File: src/rtl/iomem_cmd_master.sv
// rtl/iomem_cmd_master.sv - byte-stream command initiator for the PicoSoC iomem bus
module iomem_cmd_master #(
  parameter int TIMEOUT = 1023,
  parameter int TO_W    = 16
) (
  input  logic        clk,
  input  logic        resetn,
  input  logic [7:0]  cmd_data,
  input  logic        cmd_valid,
  output logic        cmd_ready,
  output logic [7:0]  rsp_data,
  output logic        rsp_valid,
  input  logic        rsp_ready,
  output logic        iomem_valid,
  input  logic        iomem_ready,
  output logic [3:0]  iomem_wstrb,
  output logic [31:0] iomem_addr,
  output logic [31:0] iomem_wdata,
  input  logic [31:0] iomem_rdata,
  output logic        busy
);

  typedef enum logic [2:0] {S_IDLE, S_ADDR, S_WDATA, S_BUS, S_RESP} state_t;

  localparam logic [TO_W-1:0] TO_LAST = TO_W'(TIMEOUT - 1);

  state_t          state;
  logic            is_write;
  logic [2:0]      byte_cnt;
  logic [TO_W-1:0] to_cnt;
  logic [31:0]     rdata_q;
  logic            cmd_fire;
  logic            rsp_fire;

  assign cmd_fire = cmd_valid && cmd_ready;
  assign rsp_fire = rsp_valid && rsp_ready;

  always_ff @(posedge clk) begin
    if (!resetn) begin
      state       <= S_IDLE;
      is_write    <= 1'b0;
      byte_cnt    <= '0;
      to_cnt      <= '0;
      rdata_q     <= '0;
      cmd_ready   <= 1'b0;
      rsp_data    <= '0;
      rsp_valid   <= 1'b0;
      iomem_valid <= 1'b0;
      iomem_wstrb <= '0;
      iomem_addr  <= '0;
      iomem_wdata <= '0;
      busy        <= 1'b0;
    end else begin
      case (state)
        S_IDLE: begin
          cmd_ready <= 1'b1;
          if (cmd_fire) begin
            byte_cnt <= '0;
            busy     <= 1'b1;
            if (cmd_data == 8'h52 || cmd_data == 8'h57) begin
              is_write    <= (cmd_data == 8'h57);
              iomem_wdata <= '0;
              state       <= S_ADDR;
            end else begin
              // Unknown opcode: single error byte, nothing touches the bus.
              cmd_ready <= 1'b0;
              rsp_data  <= 8'hEE;
              rsp_valid <= 1'b1;
              state     <= S_RESP;
            end
          end
        end
        S_ADDR: begin
          if (cmd_fire) begin
            iomem_addr <= {cmd_data, iomem_addr[31:8]};
            byte_cnt   <= byte_cnt + 3'd1;
            if (byte_cnt == 3'd3) begin
              byte_cnt <= '0;
              if (is_write) begin
                state <= S_WDATA;
              end else begin
                state       <= S_BUS;
                cmd_ready   <= 1'b0;
                iomem_valid <= 1'b1;
                iomem_wstrb <= 4'h0;
                to_cnt      <= '0;
              end
            end
          end
        end
        S_WDATA: begin
          if (cmd_fire) begin
            iomem_wdata <= {cmd_data, iomem_wdata[31:8]};
            byte_cnt    <= byte_cnt + 3'd1;
            if (byte_cnt == 3'd3) begin
              byte_cnt    <= '0;
              state       <= S_BUS;
              cmd_ready   <= 1'b0;
              iomem_valid <= 1'b1;
              iomem_wstrb <= 4'hF;
              to_cnt      <= '0;
            end
          end
        end
        S_BUS: begin
          // A ready arriving on the final allowed cycle still wins over the abort.
          if (iomem_ready || to_cnt == TO_LAST) begin
            rdata_q     <= iomem_ready ? iomem_rdata : 32'h0;
            rsp_data    <= iomem_ready ? 8'h00 : 8'h01;
            rsp_valid   <= 1'b1;
            byte_cnt    <= is_write ? 3'd0 : 3'd4;
            iomem_valid <= 1'b0;
            iomem_wstrb <= 4'h0;
            state       <= S_RESP;
          end else begin
            to_cnt <= to_cnt + 1'b1;
          end
        end
        S_RESP: begin
          if (rsp_fire) begin
            if (byte_cnt == 3'd0) begin
              rsp_valid <= 1'b0;
              rsp_data  <= '0;
              cmd_ready <= 1'b1;
              busy      <= 1'b0;
              state     <= S_IDLE;
            end else begin
              rsp_data <= rdata_q[7:0];
              rdata_q  <= {8'h00, rdata_q[31:8]};
              byte_cnt <= byte_cnt - 3'd1;
            end
          end
        end
        default: state <= S_IDLE;
      endcase
    end
  end

endmodule

File: config.mk
export PLATFORM = sky130hd
export DESIGN_NAME = iomem_cmd_master
export DESIGN_NICKNAME = d
export VERILOG_FILES = /design/src/rtl/iomem_cmd_master.sv
export SDC_FILE = /design/constraint.sdc
export NUM_CORES = 1
export LEC_CHECK = 0
export CAP_MARGIN = 20
export CORE_ASPECT_RATIO = 1.4
export CORE_UTILIZATION = 55
export CTS_CLUSTER_DIAMETER = 30
export DETAILED_ROUTE_END_ITERATION = 10
export HOLD_SLACK_MARGIN = 0.1
export PLACE_DENSITY = 0.9
export SETUP_SLACK_MARGIN = 0.2
export SLEW_MARGIN = 5
export SYNTH_ARGS = -nofsm -noshare
export SYNTH_HDL_FRONTEND = slang
export SYNTH_SLANG_ARGS = --single-unit
File: constraint.sdc
create_clock -name clk -period 6.1 [get_ports clk]
set_clock_uncertainty 0.15 [all_clocks]
set_input_delay 0.915 -clock clk [delete_from_list [all_inputs] [get_ports clk]]
set_output_delay 0.915 -clock clk [all_outputs]
set_load 0.02 [all_outputs]
* Word-level counts from Yosys, hierarchy flattened
Cells that the tools add are included.
Operators by class: add/subtract/negate cells 3, equal/unequal tests 22, muxes and demuxes 74, reduce and logical (&&, ||, !) cells 26
Operators with widths (count):
- two-way mux 32 bit | 7
- one-hot mux 32 bit (2 select lines) | 2
- two-way mux 16 bit | 6
- two-way mux 3 bit | 16
- one-hot mux 16 bit (3 select lines) | 1
- two-way mux 8 bit | 5
- != test 2 bit (second input constant) | 13
- two-way mux 4 bit | 6
- one-hot mux 8 bit (3 select lines) | 1
- two-way mux 1 bit | 23
- adder 16 x 1 -> 16 bit (second input constant) | 1
- == test 16 x 10 -> 1 bit (second input constant) | 1
- == test 8 x 7 -> 1 bit (second input constant) | 2
- AND reduction 8 bit | 2
- one-hot mux 3 bit (5 select lines) | 1
- AND reduction 7 bit | 2
- one-hot mux 3 bit (4 select lines) | 1
- one-hot mux 4 bit (3 select lines) | 1
- AND reduction 4 bit | 3
- AND reduction 6 bit | 2
- == test 3 x 2 -> 1 bit (second input constant) | 3
- nonzero test 4 bit | 2
- zero test 3 bit | 2
- one-hot mux 1 bit (3 select lines) | 2
- other kinds (15) | 20
Storage, ports and cells: register bits after elaboration 135, input port bits 45, output and inout port bits 80, word-level logic and storage cells 138

* Depth between registers and ports, before layout
word-level depth 5, mapped depth 9, depth with buffers taken out 7

* Worst setup path before layout
Ideal clock, no wire load.
path kind input port to flip-flop, start input cmd_valid, end register to_cnt[3], library setup time 0.072 ns, arrival time 2.162 ns, data required time 5.878 ns, setup slack 3.716 ns, stages on the path 6, buffers on the path 1, cells stage by stage and2_1 -> clkbuf_1 -> o211ai_1 -> a211o_1 -> or3_1 -> a21oi_1
On the way: longest elaborated chain between the ends 3, elaborated cells on any way between the ends 4, classes of those cells 2 x eq/ne; 2 x reduce/logical
Ends and longest elaborated chain:
- start, declared | RTL line 9 | input logic cmd_valid,
- logical AND 1 bit (*) | RTL line 35 | assign cmd_fire = cmd_valid && cmd_ready;
- != test 2 bit (no source line)
- AND reduction 7 bit (no source line) (*)
- end signal, assigned | RTL line 116 | to_cnt <= to_cnt + 1'b1;
- end, declared | RTL line 30 | logic [TO_W-1:0] to_cnt;
Every way passes the cells marked *; elsewhere a longest branch is shown, timed or not. A chain may end at the register's enable or synchronous reset.

* Worst setup path after layout
start input resetn, end register iomem_addr[22]
RTL lines:
- start, declared | RTL line 7 | input logic resetn,
- end signal, assigned | RTL line 75 | iomem_addr <= {cmd_data, iomem_addr[31:8]};
- end, declared | RTL line 17 | output logic [31:0] iomem_addr,
No word-level cell between the ends.

==> impl_metrics.env <==
export IMPL_yosysUniqueCellTypes=65
export IMPL_synth_cells=694
export IMPL_fin_cells=940
export IMPL_setup_tns_ns=0
export IMPL_total_power_mw=2.680
export IMPL_dp_hpwl_um=10220
export IMPL_synth_area_leader_cell="dfxtp_1"
export IMPL_fmaxAchievable_mhz=306.2
export IMPL_end_kind="register"
export IMPL_synth_top_area_share_pct=45.40
export IMPL_die_area_sq_um=11000
export IMPL_p_leak_nw=2.545
export IMPL_antennaDiodeCount=0
export IMPL_numCtsBuffers=17
export IMPL_grt_pass1_vias=5399
export IMPL_final_hold_viol_count=0
export IMPL_yosysSeqAreaShare_pct=45.40
export IMPL_crit_arrival_ns=3.45
export IMPL_seqPwrFrac_pct=38.1
export IMPL_ys_ff_latch=132
export IMPL_fin_crit_sh_pct=53.54
export IMPL_worst_slew_pin_transition_ns=1.012
export IMPL_rsz0062_at_grt="false"
export IMPL_num_vias=5808
export IMPL_synthTopCellsByArea="dfxtp_1 45%, nand2_1 7.6%, a21oi_1 6.2%"
export IMPL_cp_max_fo=62
export IMPL_dr_first_iter_drc_count=448
export IMPL_p_int_mw=1.881
export IMPL_clk_latency_ns=0.42
export IMPL_comb_power_share_pct=21.4
export IMPL_post_synth_top_count_cell="dfxtp_1"
export IMPL_syn_avg_cell_area_sq_um=8.387
export IMPL_switchingPower_mw=0.7989
export IMPL_synth_commonest_cells="132 x dfxtp_1, 118 x nand2_1, 76 x nor2_1, 72 x a21oi_1, 47 x nand3_1"
export IMPL_dr_pass1_iters=6
export IMPL_grt_antenna_before_repair=0
export IMPL_hold_path_class="reg2reg"
export IMPL_timing_final_crit_period_ns=3.266
export IMPL_cts_sinks=132
export IMPL_nNetsFinal=839
export IMPL_antenna_left=0
export IMPL_start_util_pct=56.24
export IMPL_tritoncts="yes"
export IMPL_start_kind="input port"
export IMPL_swShare_pct=29.81
export IMPL_grt_pass1_wl_um=24970
export IMPL_syn_area_sq_um=5821
export IMPL_cts_hold_buf=0
export IMPL_path_class="in2reg"
export IMPL_fill_cells=770
export IMPL_syn2layout_area_growth_pct=32.42
export IMPL_multi_input_area_sq_um=2922
export IMPL_synthFlopType="dfxtp_1"
export IMPL_gp_congestion=0.8952
export IMPL_power_frac_clock_pct=40.5
export IMPL_cp_data_required_time_ns=6.29
export IMPL_maxSlewViolCount=0
export IMPL_setup_violations=0
export IMPL_synth_edf_count=0
export IMPL_viasPerCell=6.179
export IMPL_synth_net_count=744
export IMPL_dp_cells=907
export IMPL_core_area_sq_um=10350
export IMPL_seq_area_sq_um=2643
export IMPL_synthArstFlopShare_pct=0
export IMPL_utilization_pct=74.47
export IMPL_clock_root_buffer="clkbuf_16"
export IMPL_clk_pin_slew_ns=0.06
export IMPL_overflow=0
export IMPL_yosys_warnings=0
export IMPL_dieHeight_um=123.7
export IMPL_post_cts_resized=0
export IMPL_slew_headroom_pct=32.51
export IMPL_rows=44
export IMPL_cap_violations=0
export IMPL_boundaryPins=125
export IMPL_holdWs_ns=0.3044
export IMPL_ir_drop_mv=0.2393
export IMPL_avgRoutedWirePerCell_um=17.14
export IMPL_status="complete, no violations"
export IMPL_io_buffer_count=124
export IMPL_htree_num_levels=4
export IMPL_grt_max_degree=63
export IMPL_cts_setup_buffers=0
export IMPL_routed_wl_um=16120
export IMPL_grtUsageTotal_pct=29.39
export IMPL_power_density_nw_per_um2=347.7
export IMPL_die_w_um=88.95
export IMPL_cts_buffer_depth=2
export IMPL_drive_above_1_share_pct=8.354
export IMPL_drc_errors=0
area by class of cell:
class / count / share of cell area [%]
timing repair buffer: 132 / 16.98
clock inverter: 12 / 2.305
tap: 138 / 2.240
sequential: 132 / 34.29
clock buffer: 20 / 5.925
inverter: 7 / 0.3571
multi-input combinational: 499 / 37.91
sequential cells by signal (all words and copies together), names as in the netlist:
register     cells
iomem_addr      32
iomem_wdata     32
rdata_q         32
to_cnt          16
rsp_data         8
byte_cnt         3
state            3
busy             1
cmd_ready        1
iomem_valid      1
iomem_wstrb      1
is_write         1
rsp_valid        1
worst max-delay path, cell delays in order:
cell and delay [ns]:
clkdlybuf4s50_1 0.83, clkinv_2 0.85, buf_4 0.60, a21oi_1 0.22
layer usage:
layer  wire [um]  vias to the layer above  track usage (%)
met2        8506                      255            52.12
met1        6141                     2786            32.07
met4         687                        0            16.96
met5           0                        -                0
met3         780                       61            5.964
li1            -                     2706                -
power groups by stage:
stage	combinational, mW	sequential (mW)	clock, mW
3_3_place_gp	0.534	1.03	0
5_1_grt	0.624	1.03	1.13
6_report	0.573	1.02	1.09
4_1_cts	0.570	1.02	1.09
2_1_floorplan	0.415	1.03	0
3_5_place_dp	0.555	1.03	0
cells in the final DEF, fill, tap and decap left out, types with 6 or more instances in the layout:
cell,count
a311oi_2,10
nand3_1,47
a21oi_1,71
dfxtp_1,132
nand2_1,118
a211oi_1,10
inv_1,6
a311oi_1,20
nand4_1,6
o21ai_0,13
a22oi_1,32
nor2_1,75
buf_4,7
clkdlybuf4s50_1,124
clkbuf_16,17
stage by stage:
| step | area [sq um] | setup slack (ns) |
|---|---|---|
| after floorplan | 5821 | 3.716 |
| after global placement | 7058 | 2.579 |
| after detailed placement | 7058 | 2.468 |
| after CTS | 7692 | 2.845 |
| after global routing | 7707 | 2.584 |
| final | 7707 | 2.834 |
final timing paths:
kind | slack (ns) | depth (start not counted) | endpoint | from
hold / removal | 0.30 | 2 | iomem_addr[6] | iomem_addr[6]
hold reg to reg | 0.30 | 2 | iomem_addr[6] | iomem_addr[6]
setup reg to reg | 2.84 | 6 | rdata_q[1] | state[0]
setup / recovery | 2.83 | 4 | iomem_addr[22] | resetn
cells by family (layout without fill, tap and decap cells):
group | count (synthesis) | after routing | synth area share [%]
muxes | 7 | 7 | 1.290
adders and majority gates | 5 | 5 | 1.075
buffers and inverters | 63 | 171 | 4.879
DFF | 132 | 132 | 45.40
AOI/OAI and AO/OA | 188 | 188 | 22.85
and+or+nand+nor | 295 | 295 | 23.90
xor gates and xnor gates | 4 | 4 | 0.6020
No activity file was read; power rests on OpenSTA's default activity.
